--- src/rtl/uart_rx_fifo_if.sv ---
// rtl/uart_rx_fifo_if.sv - valid/ready read port of the UART receive FIFO

interface uart_rx_fifo_if #(
  parameter int DW = 11
) ();
  logic          out_valid;
  logic          out_ready;
  logic [DW-1:0] out_data;

  modport master (output out_valid, output out_data, input out_ready);
  modport slave  (input out_valid, input out_data, output out_ready);
endinterface

--- src/rtl/uart_rx_fifo.sv ---
// rtl/uart_rx_fifo.sv - configurable UART receiver with error flags, error counters and FWFT FIFO

module uart_rx_fifo #(
  parameter int pMAX_DATA_BITS = 9,
  parameter int pFIFO_DEPTH    = 16,
  parameter int pCNT_WIDTH     = 16
) (
  input  logic                          clk,
  input  logic                          reset,
  input  logic [15:0]                   bit_rate,
  input  logic [3:0]                    data_bits,
  input  logic [1:0]                    stop_bits,
  input  logic                          parity_bit,
  input  logic                          parity_enabled,
  input  logic                          parity_accept_errors,
  input  logic                          rxd,
  input  logic                          clear_status,
  uart_rx_fifo_if.master                rd,
  output logic [$clog2(pFIFO_DEPTH):0]  fifo_count,
  output logic                          overflow,
  output logic [pCNT_WIDTH-1:0]         parity_err_count,
  output logic [pCNT_WIDTH-1:0]         frame_err_count,
  output logic                          busy
);

  localparam int MW = pMAX_DATA_BITS;
  localparam int AW = $clog2(pFIFO_DEPTH);
  localparam int WW = MW + 2;
  localparam logic [AW:0]           FULL_CNT = (AW + 1)'(pFIFO_DEPTH);
  localparam logic [pCNT_WIDTH-1:0] CNT_ONE  = pCNT_WIDTH'(1);

  typedef enum logic [2:0] {
    S_IDLE, S_START, S_DATA, S_PARITY, S_STOP, S_BREAK
  } state_t;

  state_t          state_q, state_d;
  logic            rxd_meta, rxd_s, rxd_prev;
  logic [15:0]     cnt_q, br_q;
  logic [3:0]      nbits_q, bit_idx_q, nbits_in;
  logic            two_stop_q, stop_idx_q, par_en_q, par_odd_q, accept_q;
  logic [MW-1:0]   data_q;
  logic            par_err_q, frame_err_q;
  logic            rxd_fall, sample, start_frame, frame_done, push_req, fe_final;
  logic [3:0]      shift;
  logic [WW-1:0]   word;
  logic [WW-1:0]   mem [pFIFO_DEPTH];
  logic [AW-1:0]   wr_ptr, rd_ptr;
  logic            pop, push_ok;

  always_ff @(posedge clk or posedge reset) begin
    if (reset) begin
      rxd_meta <= 1'b1;
      rxd_s    <= 1'b1;
      rxd_prev <= 1'b1;
    end else begin
      rxd_meta <= rxd;
      rxd_s    <= rxd_meta;
      rxd_prev <= rxd_s;
    end
  end

  assign rxd_fall = rxd_prev & ~rxd_s;
  assign sample   = (cnt_q == 16'd0);
  assign fe_final = frame_err_q | ~rxd_s;
  assign nbits_in = (data_bits < 4'd5) ? 4'd5 :
                    (data_bits > 4'(MW)) ? 4'(MW) : data_bits;
  // Data arrives LSB first into the top of data_q; realign for short frames.
  assign shift    = 4'(MW) - nbits_q;
  assign word     = {fe_final, par_err_q, data_q >> shift};

  always_comb begin
    state_d     = state_q;
    start_frame = 1'b0;
    frame_done  = 1'b0;
    push_req    = 1'b0;
    case (state_q)
      S_IDLE:   if (rxd_fall) begin
                  state_d     = S_START;
                  start_frame = 1'b1;
                end
      S_START:  if (sample) state_d = rxd_s ? S_IDLE : S_DATA;
      S_DATA:   if (sample && bit_idx_q == nbits_q - 4'd1)
                  state_d = par_en_q ? S_PARITY : S_STOP;
      S_PARITY: if (sample) state_d = S_STOP;
      S_STOP:   if (sample && stop_idx_q == two_stop_q) begin
                  frame_done = 1'b1;
                  push_req   = !(par_err_q && !accept_q);
                  state_d    = rxd_s ? S_IDLE : S_BREAK;
                end
      S_BREAK:  if (rxd_s) state_d = S_IDLE;
      default:  state_d = S_IDLE;
    endcase
  end

  always_ff @(posedge clk or posedge reset) begin
    if (reset) begin
      state_q     <= S_IDLE;
      cnt_q       <= '0;
      br_q        <= '0;
      nbits_q     <= 4'd5;
      bit_idx_q   <= '0;
      two_stop_q  <= 1'b0;
      stop_idx_q  <= 1'b0;
      par_en_q    <= 1'b0;
      par_odd_q   <= 1'b0;
      accept_q    <= 1'b0;
      data_q      <= '0;
      par_err_q   <= 1'b0;
      frame_err_q <= 1'b0;
    end else begin
      state_q <= state_d;
      if (start_frame) begin
        cnt_q       <= bit_rate >> 1;
        br_q        <= bit_rate;
        nbits_q     <= nbits_in;
        two_stop_q  <= (stop_bits >= 2'd2);
        par_en_q    <= parity_enabled;
        par_odd_q   <= parity_bit;
        accept_q    <= parity_accept_errors;
        bit_idx_q   <= '0;
        stop_idx_q  <= 1'b0;
        data_q      <= '0;
        par_err_q   <= 1'b0;
        frame_err_q <= 1'b0;
      end else if (state_q inside {S_START, S_DATA, S_PARITY, S_STOP}) begin
        cnt_q <= sample ? br_q - 16'd1 : cnt_q - 16'd1;
        if (sample) begin
          case (state_q)
            S_DATA: begin
              data_q    <= {rxd_s, data_q[MW-1:1]};
              bit_idx_q <= bit_idx_q + 4'd1;
            end
            S_PARITY: par_err_q <= rxd_s ^ (^data_q) ^ par_odd_q;
            S_STOP: begin
              if (!rxd_s) frame_err_q <= 1'b1;
              stop_idx_q <= 1'b1;
            end
            default: ;
          endcase
        end
      end
    end
  end

  assign busy         = (state_q != S_IDLE);
  assign rd.out_valid = (fifo_count != '0);
  assign rd.out_data  = rd.out_valid ? mem[rd_ptr] : '0;
  assign pop          = rd.out_valid & rd.out_ready;
  // A same-cycle pop frees the slot, so a full FIFO still accepts the push.
  assign push_ok      = push_req & ((fifo_count != FULL_CNT) | pop);

  always_ff @(posedge clk) begin
    if (push_ok) mem[wr_ptr] <= word;
  end

  always_ff @(posedge clk or posedge reset) begin
    if (reset) begin
      wr_ptr     <= '0;
      rd_ptr     <= '0;
      fifo_count <= '0;
    end else begin
      if (push_ok) wr_ptr <= wr_ptr + AW'(1);
      if (pop)     rd_ptr <= rd_ptr + AW'(1);
      case ({push_ok, pop})
        2'b10:   fifo_count <= fifo_count + (AW + 1)'(1);
        2'b01:   fifo_count <= fifo_count - (AW + 1)'(1);
        default: ;
      endcase
    end
  end

  always_ff @(posedge clk or posedge reset) begin
    if (reset) begin
      overflow         <= 1'b0;
      parity_err_count <= '0;
      frame_err_count  <= '0;
    end else if (clear_status) begin
      overflow         <= 1'b0;
      parity_err_count <= '0;
      frame_err_count  <= '0;
    end else begin
      if (push_req && !push_ok) overflow <= 1'b1;
      if (frame_done && par_err_q && parity_err_count != '1)
        parity_err_count <= parity_err_count + CNT_ONE;
      if (frame_done && fe_final && frame_err_count != '1)
        frame_err_count <= frame_err_count + CNT_ONE;
    end
  end

endmodule

--- src/flat_wrapper.sv ---
// flat-port wrapper written by rule: the top's interface ports become plain ports
module uart_rx_fifo_flat 
#(
  parameter int pMAX_DATA_BITS = 9,
  parameter int pFIFO_DEPTH    = 16,
  parameter int pCNT_WIDTH     = 16
)
  (clk, reset, bit_rate, data_bits, stop_bits, parity_bit, parity_enabled, parity_accept_errors, rxd, clear_status, fifo_count, overflow, parity_err_count, frame_err_count, busy, rd_out_valid, rd_out_data, rd_out_ready);
  uart_rx_fifo_if #(.DW(((9) + 2))) rd_i ();
  input  logic clk;
  input  logic reset;
  input  logic [15:0] bit_rate;
  input  logic [3:0] data_bits;
  input  logic [1:0] stop_bits;
  input  logic parity_bit;
  input  logic parity_enabled;
  input  logic parity_accept_errors;
  input  logic rxd;
  input  logic clear_status;
  output logic [$clog2(pFIFO_DEPTH):0] fifo_count;
  output logic overflow;
  output logic [pCNT_WIDTH-1:0] parity_err_count;
  output logic [pCNT_WIDTH-1:0] frame_err_count;
  output logic busy;
  output wire logic [$bits(rd_i.out_valid)-1:0] rd_out_valid;
  output wire logic [$bits(rd_i.out_data)-1:0] rd_out_data;
  input wire logic [$bits(rd_i.out_ready)-1:0] rd_out_ready;
  assign rd_out_valid = rd_i.out_valid;
  assign rd_out_data = rd_i.out_data;
  assign rd_i.out_ready = rd_out_ready;
  uart_rx_fifo #(.pMAX_DATA_BITS(pMAX_DATA_BITS), .pFIFO_DEPTH(pFIFO_DEPTH), .pCNT_WIDTH(pCNT_WIDTH)) u_core (.clk(clk), .reset(reset), .bit_rate(bit_rate), .data_bits(data_bits), .stop_bits(stop_bits), .parity_bit(parity_bit), .parity_enabled(parity_enabled), .parity_accept_errors(parity_accept_errors), .rxd(rxd), .clear_status(clear_status), .rd(rd_i), .fifo_count(fifo_count), .overflow(overflow), .parity_err_count(parity_err_count), .frame_err_count(frame_err_count), .busy(busy));
endmodule
--- config.mk ---
export PLATFORM = sky130hd
export DESIGN_NAME = uart_rx_fifo_flat
export DESIGN_NICKNAME = d
export VERILOG_FILES = /design/src/rtl/uart_rx_fifo_if.sv /design/src/rtl/uart_rx_fifo.sv /design/src/flat_wrapper.sv
export SDC_FILE = /design/constraint.sdc
export NUM_CORES = 1
export LEC_CHECK = 0
export BUFFER_PORTS_ARGS = -buffer_cell sky130_fd_sc_hd__buf_4
export CAP_MARGIN = 20
export CORE_AREA = 2 2 211 213
export CTS_CLUSTER_DIAMETER = 60
export DETAILED_ROUTE_END_ITERATION = 8
export DIE_AREA = 0 0 213 215
export GPL_TIMING_DRIVEN = 1
export PLACE_DENSITY_LB_ADDON = 0.3
export SETUP_SLACK_MARGIN = 0.02
export SYNTH_ARGS = -nofsm -noshare
export SYNTH_HDL_FRONTEND = slang
export SYNTH_SLANG_ARGS = --single-unit
--- constraint.sdc ---
create_clock -name clk -period 11 [get_ports clk]
set_input_delay 0.55 -clock clk [delete_from_list [all_inputs] [get_ports clk]]
set_output_delay 0.55 -clock clk [all_outputs]
set_load 0.02 [all_outputs]
---- Yosys cells after proc, flatten, opt, wreduce, memory -nomap -nowiden ----
Memories as Yosys holds them, arrays and structs flattened.
Cells that the tools add are included.
word-level totals
  memory bits (writable) .................. 176
  register bits ........................... 108
  memories ................................ 1
  input bits .............................. 30
memories
  name        words  bits a word  read ports  clocked after memory_dff  wr ports  line                text
  u_core.mem  16     11           1           0                         1         uart_rx_fifo.sv:46  logic [WW-1:0] mem [pFIFO_DEPTH];
cells by class
  reduce and logical (&&, ||, !) cells .... 31
  mux-type cells .......................... 52
  eq/ne operators ......................... 19
  $add $sub $neg .......................... 11
  $lt $le $gt $ge ......................... 3
  bitwise gates (word level) .............. 8
  shift-type cells ........................ 1
operators with widths
  cell                     count
  $mux W16                 7
  $mux W9                  4
  $add A16 B1 Y16 const B  2
  $ne A16 B16 Y1 const B   2
  $sub A16 B1 Y16 const B  2
  $mux W3                  8
  $mux W4                  6
  $mux W1                  23
  $pmux W3 S6              1
  $reduce_bool A2 Y1       9
  $logic_not A16 Y1        1
  $add A4 B1 Y4 const B    3
  $ne A2 B1 Y1 const B     6
  $mux W11                 1
  $pmux W5 S2              1
  $reduce_and A3 Y1        3
  $reduce_xor A9 Y1        1
  $shr A9 B4 Y9            1
  $logic_and A1 B1 Y1      8
  $eq A3 B2 Y1 const B     2
  $eq A3 B3 Y1 const B     2
  $reduce_and A6 Y1        1
  $add A5 B1 Y5 const B    1
  $ne A5 B5 Y1 const B     1
  23 further kinds         29

---- Logic depth before layout (Yosys ltp) ----
Gate-level depths: netlist (run 1).
  word-level depth ........................ 10
  depth in mapped cells ................... 13
  gate-level depth less buffers ........... 11

---- Worst setup path after synthesis (run 1) ----
OpenSTA, ideal clock, no wires.
  path kind ............................... register to register
  start ................................... reg u_core.cnt_q[9]
  end ..................................... reg u_core.cnt_q[10]
  required time ........................... 10.875 ns
  data arrival time ....................... 3.340 ns
  slack ................................... 7.535 ns
  buffers on the path ..................... 2
  clock period less this slack ............ 3.465 ns
  cell stages (with the launch flop) ...... 14
  cell sequence ........................... dfrtp_1 clkbuf_1 nor2_1 nand4_1 nor2_2 clkbuf_1 a21oi_1 ha_1 or3b_1 or3_1 a311o_2 or4_1 a31oi_1 o21ai_1
on the way
  cells in the longest elaborated chain, start to end .. 4
  elaborated cells on any way between the ends .. 5
ends and longest elaborated chain
  element                                               line                                     text
  start: declaration                                    uart_rx_fifo.sv:38                       logic [15:0] cnt_q, br_q;
  start signal: assignment                              uart_rx_fifo.sv:113                      cnt_q <= bit_rate >> 1;
  start signal: assignment                              uart_rx_fifo.sv:126                      cnt_q <= sample ? br_q - 16'd1 : cnt_q - 16'd1;
  $sub A16 B1 Y16 or $logic_not A16 Y1 (tied branches)  uart_rx_fifo.sv:126, uart_rx_fifo.sv:63
  $mux W16 *                                            uart_rx_fifo.sv:126
  $mux W16 *                                            uart_rx_fifo.sv:125                      end else if (state_q inside {S_START, S_DATA, S_PARITY, S_STOP}) begin
  $mux W16 *                                            uart_rx_fifo.sv:112                      if (start_frame) begin
Mark *: on every way between the ends. The rest lies on a longest branch, timed or not. The select of a mux whose other input is x is not followed.
A chain may end at the register's enable or synchronous reset.

---- Worst setup path after layout (run 1) ----
  start ................................... reg u_core.rd_ptr[0]
  end ..................................... out rd_out_data[8]
on the way
  cells in the longest elaborated chain, start to end .. 2
ends and longest elaborated chain
  element                   line                 text
  start: declaration        uart_rx_fifo.sv:47   logic [AW-1:0] wr_ptr, rd_ptr;
  start signal: assignment  uart_rx_fifo.sv:163  if (pop) rd_ptr <= rd_ptr + AW'(1);
  $mem_v2 Z16 W11           n/a
  $mux W11                  uart_rx_fifo.sv:147  assign rd.out_data = rd.out_valid ? mem[rd_ptr] : '0;
  end: declaration          flat_wrapper.sv:26   output wire logic [$bits(rd_i.out_data)-1:0] rd_out_data;
Every way passes these cells.

==> results.py, run 1 <==
metrics = {
    "clock_tree": {
        "h-tree-depth": 2,
        "numCtsBuffers": 34,
        "cts_tree": "built",
        "ctsHoldBuffers": 0,
        "path_clk_slew_ns": 0.06,
        "clockRootBuffer": "clkbuf_16",
        "cts_setup_buffers": 0,
        "cts_resized": 0,
        "clkSinkCount": 284,
        "clk-insertion-delay-late_ns": 0.54,
        "cts_buffer_depth": 3,
    },
    "layout": {
        "final_util_pct": 35.4,
        "area_growth_pct": 19.1,
        "design_area_um2": 15400,
        "final_nets": 1118,
        "n_antenna_cell": 0,
        "drive_gt1_share_pct": 21.8,
        "stdcell_count": 1693,
    },
    "worst_setup_path": {
        "rr_worst_depth": 11,
        "worst-path-max-fanout": 44,
        "cp_data_required_time_ns": 10.45,
        "start_kind": "flop",
        "critPathCaptureType": "output pin",
        "crit_arrival_ns": 3.13,
        "r2r-end": "u_core.cnt_q[10]$_DFFE_PP0P_",
        "critPathKind": "flop to output pin",
        "reg2reg_from": "u_core.cnt_q[9]$_DFFE_PP0P_",
        "rrSetupSlack_ns": 7.36,
    },
    "yosys": {
        "netlist_area_um2": 13000,
        "synth-seq-cells": 284,
        "ys_types": 62,
        "ys.flop_type": "edfxtp_1",
        "synth_fp_nets": 1028,
        "ys_seq_area_share_pct": 61.6,
        "postSynth.asyncResetShare_pct": 38.0,
        "synth_edf_count": 176,
        "yosysTopAreaCellShare_pct": 40.7,
        "synth_top_cell_by_area": "edfxtp_1",
        "yosysWarningCount": 0,
        "yosys-top-cells-area": "edfxtp_1 (41%), dfrtp_1 (20%), mux4_2 (9.9%)",
        "syn-instance-count": 985,
        "avgSynthCellArea_um2": 13.2,
    },
    "drt": {
        "postRouteAntennaNets": 0,
        "wl_per_cell_um": 18.1,
        "drt_wl_total_mm": 30.6,
        "dr.pass1.iters": 5,
        "drc_errors": 0,
        "drtIter0Drc": 527,
        "vias_per_cell": 4.88,
        "vias": 8258,
    },
    "timing": {
        "finalHoldViolations": 0,
        "period_share_pct": 33.5,
        "clock_skew_ns": 0.0210,
        "fmax_mhz": 271,
        "worst_slew_pin_slew_ns": 1.01,
        "slew-limit-headroom_pct": 32.3,
        "fin_crit_ns": 3.68,
        "setup_violations": 0,
        "slew_viol_final": 0,
        "fin_setup_tns_ns": 0,
        "grt_setup_unrepaired": "false",
    },
    "global_route": {
        "grt_pass1_wl_mm": 48.2,
        "antenna_found_initial": 0,
        "overflow": 0,
        "grt_max_degree": 80,
        "grt_pass1_vias": 8372,
        "grtUsageTotal_pct": 13.6,
    },
    "power_and_ir_drop": {
        "p_sw_share_pct": 27.7,
        "power_frac_comb_pct": 13.3,
        "intPower_uw": 2070,
        "power_frac_seq_pct": 47.0,
        "p_sw_uw": 794,
        "power_frac_clock_pct": 39.6,
        "leakage_uw": 0.00582,
        "ir_drop_v": 0.000112,
        "powerDensity_nw_per_um2": 185,
    },
    "placement": {
        "placed_area_um2": 14200,
        "io_buffer_count": 79,
        "gp_congestion": 0.816,
        "dpl.hpwl_mm": 19.3,
        "dpl.cell_count": 1625,
    },
    "floorplanning": {
        "io_pins": 81,
        "die_height_um": 215,
        "core_um2": 43600,
        "rows": 77,
        "dieArea_um2": 45800,
        "initial_core_util_pct": 29.7,
        "die_x_um": 213,
    },
    "run_status": {
        "outcome": "complete, no violations",
    },
    "hold_path": {
        "hp-class": "input pin to async pin",
    },
    "job": {
        "cap_viol_max_count": 0,
    },
}
==> final cells by class <==
type,instances,area (um2)
timing repair buffer,98,751
clock buffer,43,895
sequential,284,8000
fill,4253,28200
multi-input combinational,637,4740
inverter,20,77.6
clock inverter,19,245
tap,592,741
==> per-layer routing <==
layer | track usage (%) | up-vias | wire length, um
li1 | - | 3857 | -
met1 | 18.6 | 4154 | 13900
met2 | 21.5 | 203 | 14300
met3 | 3.00 | 44 | 1630
met4 | 4.38 | 0 | 709
met5 | 0 | - | 0
==> flip-flops by register name (all words and copies together), names as in the netlist, 3 cells and up <==
signal                   cells
u_core.frame_err_count      16
u_core.fifo_count            5
u_core.mem                 176
u_core.nbits_q               4
u_core.wr_ptr                4
u_core.data_q                9
u_core.parity_err_count     16
u_core.state_q               3
u_core.rd_ptr                4
u_core.cnt_q                16
u_core.bit_idx_q             4
u_core.br_q                 16
==> worst max-delay path by stage <==
stage / endpoint / slack, ns / from
floorplan: u_core.cnt_q[10]$_DFFE_PP0P_ / 7.53 / u_core.cnt_q[9]$_DFFE_PP0P_
global placement: u_core.mem[8][7]$_DFFE_PP_ / 7.20 / u_core.cnt_q[11]$_DFFE_PP0P_
detailed placement: u_core.mem[8][7]$_DFFE_PP_ / 7.27 / u_core.cnt_q[11]$_DFFE_PP0P_
CTS: rd_out_data[9] / 7.19 / u_core.rd_ptr[0]$_DFFE_PP0P_
global route: u_core.mem[15][8]$_DFFE_PP_ / 7.08 / u_core.cnt_q[11]$_DFFE_PP0P_
finish: rd_out_data[8] / 7.32 / u_core.rd_ptr[0]$_DFFE_PP0P_
==> cell usage in the layout, fill, tap and decap left out, drive strengths merged, types with 5 or more instances in the layout <==
cell and instances:
o211ai 10, xnor2 38, and3 9, and2 33, clkbuf 43, nor3b 5, a211oi 5, ha 13
nor2 76, or4 8, or2 7, buf 98, dfrtp 103, nand2 125, nand4 21, clkinv 11
mux4 57, mux2i 9, xor2 27, or3 8, a31oi 11, a21oi 29, nor3 21, edfxtp 176
nor4 16, dfstp 5, o21ai 32, inv 22, o22ai 5, nand3 25
==> power by group through the flow <==
stage	registers, uW	logic (uW)	clock network [uW]
finish	1350	382	1140
CTS	1350	380	1170
global placement	1370	368	0
global route	1360	434	1210
floorplan	1310	320	0
detailed placement	1370	378	0
==> stage by stage <==
stage / setup WS, ns / total power (uW) / hold slack [ns]
floorplan: 7.53 / 1630 / 0.345
global placement: 7.20 / 1730 / 0.349
detailed placement: 7.27 / 1750 / 0.347
CTS: 7.19 / 2900 / 0.00580
global route: 7.08 / 3010 / 0.0279
finish: 7.32 / 2860 / 0.0126
==> worst max-delay path, cell delays in order, from the launching register on <==
cell     delay [ns]
dfrtp_2        0.40
buf_4          0.71
mux4_2         0.60
mux4_2         0.54
and2_1         0.18
buf_4          0.15
==> cell usage after synthesis, drive strengths merged (11+ instances only) <==
library cell  count
ha               13
edfxtp          176
dfrtp           103
and2             33
clkbuf           35
o21ai            32
xor2             27
a31oi            11
nand2           125
nand3            25
nor4             16
nand4            21
mux4             57
xnor2            38
a21oi            29
nor2             76
nor3             21
inv              20
==> logic make-up (layout without fill, tap and decap cells) <==
group | after synthesis | count (layout) | synth area share, %
compound gates | 116 | 116 | 5.74
xor+xnor | 65 | 65 | 4.39
fa+ha+maj | 13 | 13 | 1.25
buf+inv | 64 | 180 | 1.90
flops | 284 | 284 | 61.6
mux | 70 | 70 | 10.9
simple gates | 373 | 373 | 14.2
No activity file was read; power rests on OpenSTA's default activity.
==> run 2, diff against run 1 <==
==> constraint.sdc (replaced) <==
create_clock -name clk -period 3.6 [get_ports clk]
set_input_delay 0.18 -clock clk [delete_from_list [all_inputs] [get_ports clk]]
set_output_delay 0.18 -clock clk [all_outputs]
set_load 0.02 [all_outputs]
==> run 2 against run 1 <==
- register-to-register slack worse by 7.1 ns
- via count is 2.1% higher
- clock power grew to 2.9 times the previous value
- clock skew is 0.0045 ns lower
- combinational power grew to 3.3 times the previous value
- non-clock buffer count is 48 higher
- routed wire length is 2.1% higher
- total power grew to 3.0 times the previous value
- sequential share of layout area is 1.3 points lower
- global-route usage is 0.53 points higher
- setup slack worse by 7.0 ns
- critical path type is now flop to flop
==> results.py, run 2 (synthesis results as in run 1) <==
metrics = {
    "run_status": {
        "outcome": "complete, no violations",
    },
    "global_route": {
        "antenna_found_initial": 0,
        "grt_pass1_wl_mm": 50.3,
        "grtUsageTotal_pct": 14.1,
        "overflow": 0,
        "grt_max_degree": 70,
        "grt_pass1_vias": 8708,
    },
    "worst_setup_path": {
        "rrSetupSlack_ns": 0.27,
        "cp_top_family": "simple AND/OR/NAND/NOR gates",
        "critPathCaptureType": "flop",
        "slowest_stage": "dfrtp_1",
        "crit_chain": "nor4_1, nand4_1, nor2_2, a21oi_1, ha_1, or3b_1, or3_1, a311o_2, or4_1, a31oi_1, o21ai_1",
        "start_kind": "flop",
        "cp_data_required_time_ns": 3.99,
        "crit_arrival_ns": 3.72,
        "worst-path-buf-inv": 0,
        "cpPeakStageDelay_ns": 0.48,
        "worst-path-max-fanout": 7,
        "critPathKind": "flop to flop",
    },
    "floorplanning": {
        "die_x_um": 213,
        "io_pins": 81,
        "dieArea_um2": 45800,
        "die_height_um": 215,
        "rows": 77,
        "initial_core_util_pct": 29.7,
        "core_um2": 43600,
    },
    "power_and_ir_drop": {
        "ir_drop_v": 0.000365,
        "power_frac_seq_pct": 46.9,
        "power_uw": 8690,
        "powerDensity_nw_per_um2": 548,
        "leakage_uw": 0.00610,
        "p_sw_uw": 2380,
        "p_sw_share_pct": 27.4,
        "power_frac_clock_pct": 38.6,
        "power_frac_comb_pct": 14.5,
        "intPower_uw": 6310,
    },
    "timing": {
        "clock_skew_ns": 0.0166,
        "finalHoldViolations": 0,
        "slew-limit-headroom_pct": 27.3,
        "slew_viol_final": 0,
        "fin_crit_ns": 3.33,
        "worst_slew_pin_slew_ns": 1.09,
        "grt_setup_unrepaired": "false",
        "period_share_pct": 92.5,
        "setup_violations": 0,
        "fmax_mhz": 300,
        "fin_setup_tns_ns": 0,
    },
    "drt": {
        "vias_per_cell": 4.84,
        "vias": 8434,
        "postRouteAntennaNets": 0,
        "drtIter0Drc": 582,
        "wl_per_cell_um": 17.9,
        "dr.pass1.iters": 5,
        "drt_wl_total_mm": 31.2,
        "drc_errors": 0,
    },
    "clock_tree": {
        "cts_buffer_depth": 3,
        "h-tree-depth": 2,
        "ctsHoldBuffers": 24,
        "clockRootBuffer": "clkbuf_16",
        "numCtsBuffers": 35,
        "cts_resized": 0,
        "path_clk_slew_ns": 0.06,
        "cts_setup_buffers": 0,
        "cts_tree": "built",
        "clk-insertion-delay-late_ns": 0.51,
        "clkSinkCount": 284,
    },
    "layout": {
        "fill_cells": 4209,
        "drive_gt1_share_pct": 22.8,
        "regMostFlops": "u_core.mem",
        "final_nets": 1167,
        "largest_reg_flops": 176,
        "area_growth_pct": 22.1,
        "stdcell_count": 1742,
        "n_antenna_cell": 0,
        "layout_common_cells": "edfxtp_1 (176), nand2_1 (125), buf_4 (120)",
        "multiInputGateArea_um2": 4740,
        "final_common_cell": "edfxtp_1",
        "seqCellArea_um2": 8000,
    },
    "placement": {
        "dpl.cell_count": 1655,
        "gp_congestion": 0.832,
        "dpl.hpwl_mm": 19.9,
        "io_buffer_count": 79,
    },
    "job": {
        "cap_viol_max_count": 0,
    },
    "hold_path": {
        "hp-class": "input pin to flop",
    },
}
run 2: changes by cell type in the layout (fill, tap and decap cells not counted), sizes merged:
cell,before,now
buf,98,122
bufinv,4,1
clkbuf,43,51
clkinv,11,6
clkinvlp,2,3
dlygate4sd3,0,24
run 2: worst register-to-register path, cell delays in order, from the launching register on:
cell and delay, ns:
dfrtp_1 0.48, nor4_1 0.14, nand4_1 0.15, nor2_2 0.06, a21oi_1 0.18, ha_1 0.23, or3b_1 0.42, or3_1 0.38
a311o_2 0.42, or4_1 0.48, a31oi_1 0.19, o21ai_1 0.09
run 2: layer usage:
metal	share of wire [%]	GRT usage (%)	up-vias
li1	-	-	3955
met1	46	19.4	4204
met2	46	22.2	217
met3	5.4	3.07	58
met4	2.7	4.66	0
met5	0	0	-
run 2: metrics by stage:
stage	hold slack [ns]	cell area (um2)	setup WS (ns)	util, %
global placement	0.291	14500	0.351	33.2
detailed placement	0.293	14500	0.322	33.2
floorplan	0.184	13000	0.135	-
finish	0.0641	15800	0.270	36.3
global route	0.0761	15800	0.0326	36.3
CTS	0.0575	15800	0.293	36.3
run 2: power by group through the flow:
stage	clock network (uW)	logic [uW]	registers [uW]
3_3_place_gp	0	1220	4130
5_1_grt	3580	1430	4130
6_report	3350	1260	4070
4_1_cts	3440	1270	4070
3_5_place_dp	0	1240	4130
2_1_floorplan	0	977	4000
run 2: layout make-up:
cell class	instances	share of cell area, %
Clock buffer	51	6.37
Clock inverter	12	0.608
Inverter	20	0.490
Multi-Input combinational cell	637	29.9
Sequential cell	284	50.5
Tap cell	592	4.68
Timing Repair Buffer	146	7.46
run 2: worst paths after layout:
kind / start / endpoint / depth (start not counted)
min in group asynchronous: reset / u_core.br_q[14]$_DFFE_PP0P_ / 3
worst min register to register: u_core.rxd_meta$_DFF_PP1_ / u_core.rxd_s$_DFF_PP1_ / 0
worst min-delay path: clear_status / u_core.frame_err_count[13]$_DFFE_PP0P_ / 2
worst max-delay path: u_core.cnt_q[11]$_DFFE_PP0P_ / u_core.cnt_q[10]$_DFFE_PP0P_ / 11
worst max register to register: u_core.cnt_q[11]$_DFFE_PP0P_ / u_core.cnt_q[10]$_DFFE_PP0P_ / 11
max in group asynchronous: reset / u_core.rxd_prev$_DFF_PP1_ / 4
==> run 3, diff against run 2 <==
--- a/config.mk
+++ b/config.mk
@@ -13,7 +13,7 @@
 export DIE_AREA = 0 0 213 215
 export GPL_TIMING_DRIVEN = 1
 export PLACE_DENSITY_LB_ADDON = 0.3
-export SETUP_SLACK_MARGIN = 0.02
+export RECOVER_POWER = 25
 export SYNTH_ARGS = -nofsm -noshare
 export SYNTH_HDL_FRONTEND = slang
 export SYNTH_SLANG_ARGS = --single-unit
==> run 3 against run 2 <==
- the flow now finishes with violations (max-capacitance violations, max-slew violations)
- global-route usage unchanged
- sequential share of layout area up 0.37 points
- final area decreased by 0.73%
- clock-buffer cell count did not move
- critical path depth unchanged
- utilization decreased by 0.26 points
- hold slack improved by 0.0026 ns
- die area unchanged
- critical path type unchanged
==> results.py, run 3 (synthesis results as in run 1) <==
metrics = {
    "clock_tree": {
        "h-tree-depth": 2,
        "clkSinkCount": 284,
        "path_clk_slew_ns": 0.06,
        "cts_tree": "built",
        "numCtsBuffers": 35,
        "clk-insertion-delay-late_ns": 0.51,
        "cts_buffer_depth": 3,
        "clockRootBuffer": "clkbuf_16",
    },
    "global_route": {
        "antenna_found_initial": 0,
        "overflow": 0,
        "grt_pass1_wl_mm": 50.3,
        "grt_max_degree": 70,
        "grtUsageTotal_pct": 14.1,
        "grt_pass1_vias": 8708,
    },
    "layout": {
        "multiInputGateArea_um2": 4740,
        "design_area_um2": 15700,
        "largest_reg_flops": 176,
        "fill_cells": 4229,
        "n_antenna_cell": 0,
        "final_nets": 1167,
        "stdcell_count": 1742,
        "layout_common_cells": "edfxtp_1 (176), nand2_1 (125), dfrtp_1 (101)",
        "area_growth_pct": 21.2,
        "regMostFlops": "u_core.mem",
        "drive_gt1_share_pct": 20.0,
        "seqCellArea_um2": 8000,
        "final_common_cell": "edfxtp_1",
    },
    "placement": {
        "placed_area_um2": 14500,
        "io_buffer_count": 79,
        "dp_slack_ns": 0.322,
        "dpl.hpwl_mm": 19.9,
        "gp_congestion": 0.832,
        "dpl.cell_count": 1655,
    },
    "power_and_ir_drop": {
        "powerDensity_nw_per_um2": 552,
        "leakage_uw": 0.00597,
        "ir_drop_v": 0.000367,
    },
    "floorplanning": {
        "die_x_um": 213,
        "dieArea_um2": 45800,
        "rows": 77,
        "initial_core_util_pct": 29.7,
        "die_height_um": 215,
        "io_pins": 81,
        "core_um2": 43600,
    },
    "drt": {
        "vias": 8408,
        "drc_errors": 0,
        "postRouteAntennaNets": 0,
        "dr.pass1.iters": 7,
        "vias_per_cell": 4.83,
        "drt_wl_total_mm": 31.1,
        "wl_per_cell_um": 17.9,
        "drtIter0Drc": 589,
    },
    "run_status": {
        "violations": "max-capacitance violations, max-slew violations",
        "outcome": "finished, violations left",
    },
    "timing": {
        "period_share_pct": 92.5,
        "setup_slack_ns": 0.269,
        "slew_viol_final": 69,
        "clock_skew_ns": 0.0181,
        "fmax_mhz": 300,
        "fin_setup_tns_ns": 0,
        "fin_crit_ns": 3.33,
        "worst_slew_pin_slew_ns": 2.72,
        "finalHoldViolations": 0,
        "setup_violations": 0,
        "slew-limit-headroom_pct": -81.4,
        "grt_setup_unrepaired": "false",
    },
    "worst_setup_path": {
        "critPathCaptureType": "flop",
        "crit_arrival_ns": 3.72,
        "start_kind": "flop",
        "critPathKind": "flop to flop",
        "cp_data_required_time_ns": 3.99,
        "worst-path-max-fanout": 7,
        "rr_worst_depth": 11,
    },
    "hold_path": {
        "hp-class": "input pin to flop",
        "whs_path_depth": 2,
    },
    "job": {
        "cap_viol_max_count": 1,
    },
}
run 3: final cells by class:
class | instances | area share, %
Clock buffer | 51 | 6.41
Clock inverter | 12 | 0.613
Inverter | 20 | 0.477
Multi-Input combinational cell | 637 | 30.2
Sequential cell | 284 | 50.8
Tap cell | 592 | 4.71
Timing Repair Buffer | 146 | 6.79
run 3: per-stage QoR:
stage | total power, uW | utilization [%] | hold WS, ns
final | 8690 | 36.0 | 0.0667
after global routing | 9140 | 36.0 | 0.0761
after CTS | 8770 | 36.3 | 0.0575
after detailed placement | 5370 | 33.2 | 0.293
after global placement | 5350 | 33.2 | 0.291
after floorplan | 4970 | - | 0.184
run 3: path summary, 6_finish.rpt:
| check | from | endpoint | slack (ns) |
|---|---|---|---|
| hold / removal | clear_status | u_core.frame_err_count[13]$_DFFE_PP0P_ | 0.07 |
| setup reg to reg | u_core.cnt_q[11]$_DFFE_PP0P_ | u_core.cnt_q[10]$_DFFE_PP0P_ | 0.27 |
| min in group asynchronous | reset | u_core.br_q[14]$_DFFE_PP0P_ | 1.20 |
| max in group asynchronous | reset | u_core.rd_ptr[0]$_DFFE_PP0P_ | 0.64 |
| setup / recovery | u_core.cnt_q[11]$_DFFE_PP0P_ | u_core.cnt_q[10]$_DFFE_PP0P_ | 0.27 |
| hold reg to reg | u_core.rxd_meta$_DFF_PP1_ | u_core.rxd_s$_DFF_PP1_ | 0.36 |
run 3: worst max-delay path, cell delays in order (launching register included):
cell     delay [ns]
dfrtp_1        0.48
nor4_1         0.14
nand4_1        0.15
nor2_2         0.06
a21oi_1        0.19
ha_1           0.23
or3b_1         0.42
or3_1          0.38
a311o_2        0.42
or4_1          0.48
a31oi_1        0.18
o21ai_1        0.09
run 3: power breakdown:
group | switching (uW) | internal [uW] | leakage (uW)
Sequential | 325 | 3750 | 0.00320
Combinational | 725 | 535 | 0.00224
Clock | 1330 | 2020 | 0.000531
run 3: metal layers:
metal	wire length, um	global-route usage, %	share of wire, %	up-vias
met5	0	0	0	-
met4	811	4.66	2.6	0
met3	1700	3.07	5.5	54
met2	14400	22.2	46	211
met1	14200	19.4	46	4187
li1	-	-	-	3956
run 3: timing repair:
action	CTS	global route
hold endpoints to repair	102	0
gates resized for setup	0	0
buffers inserted	0	0
hold buffers	24	0
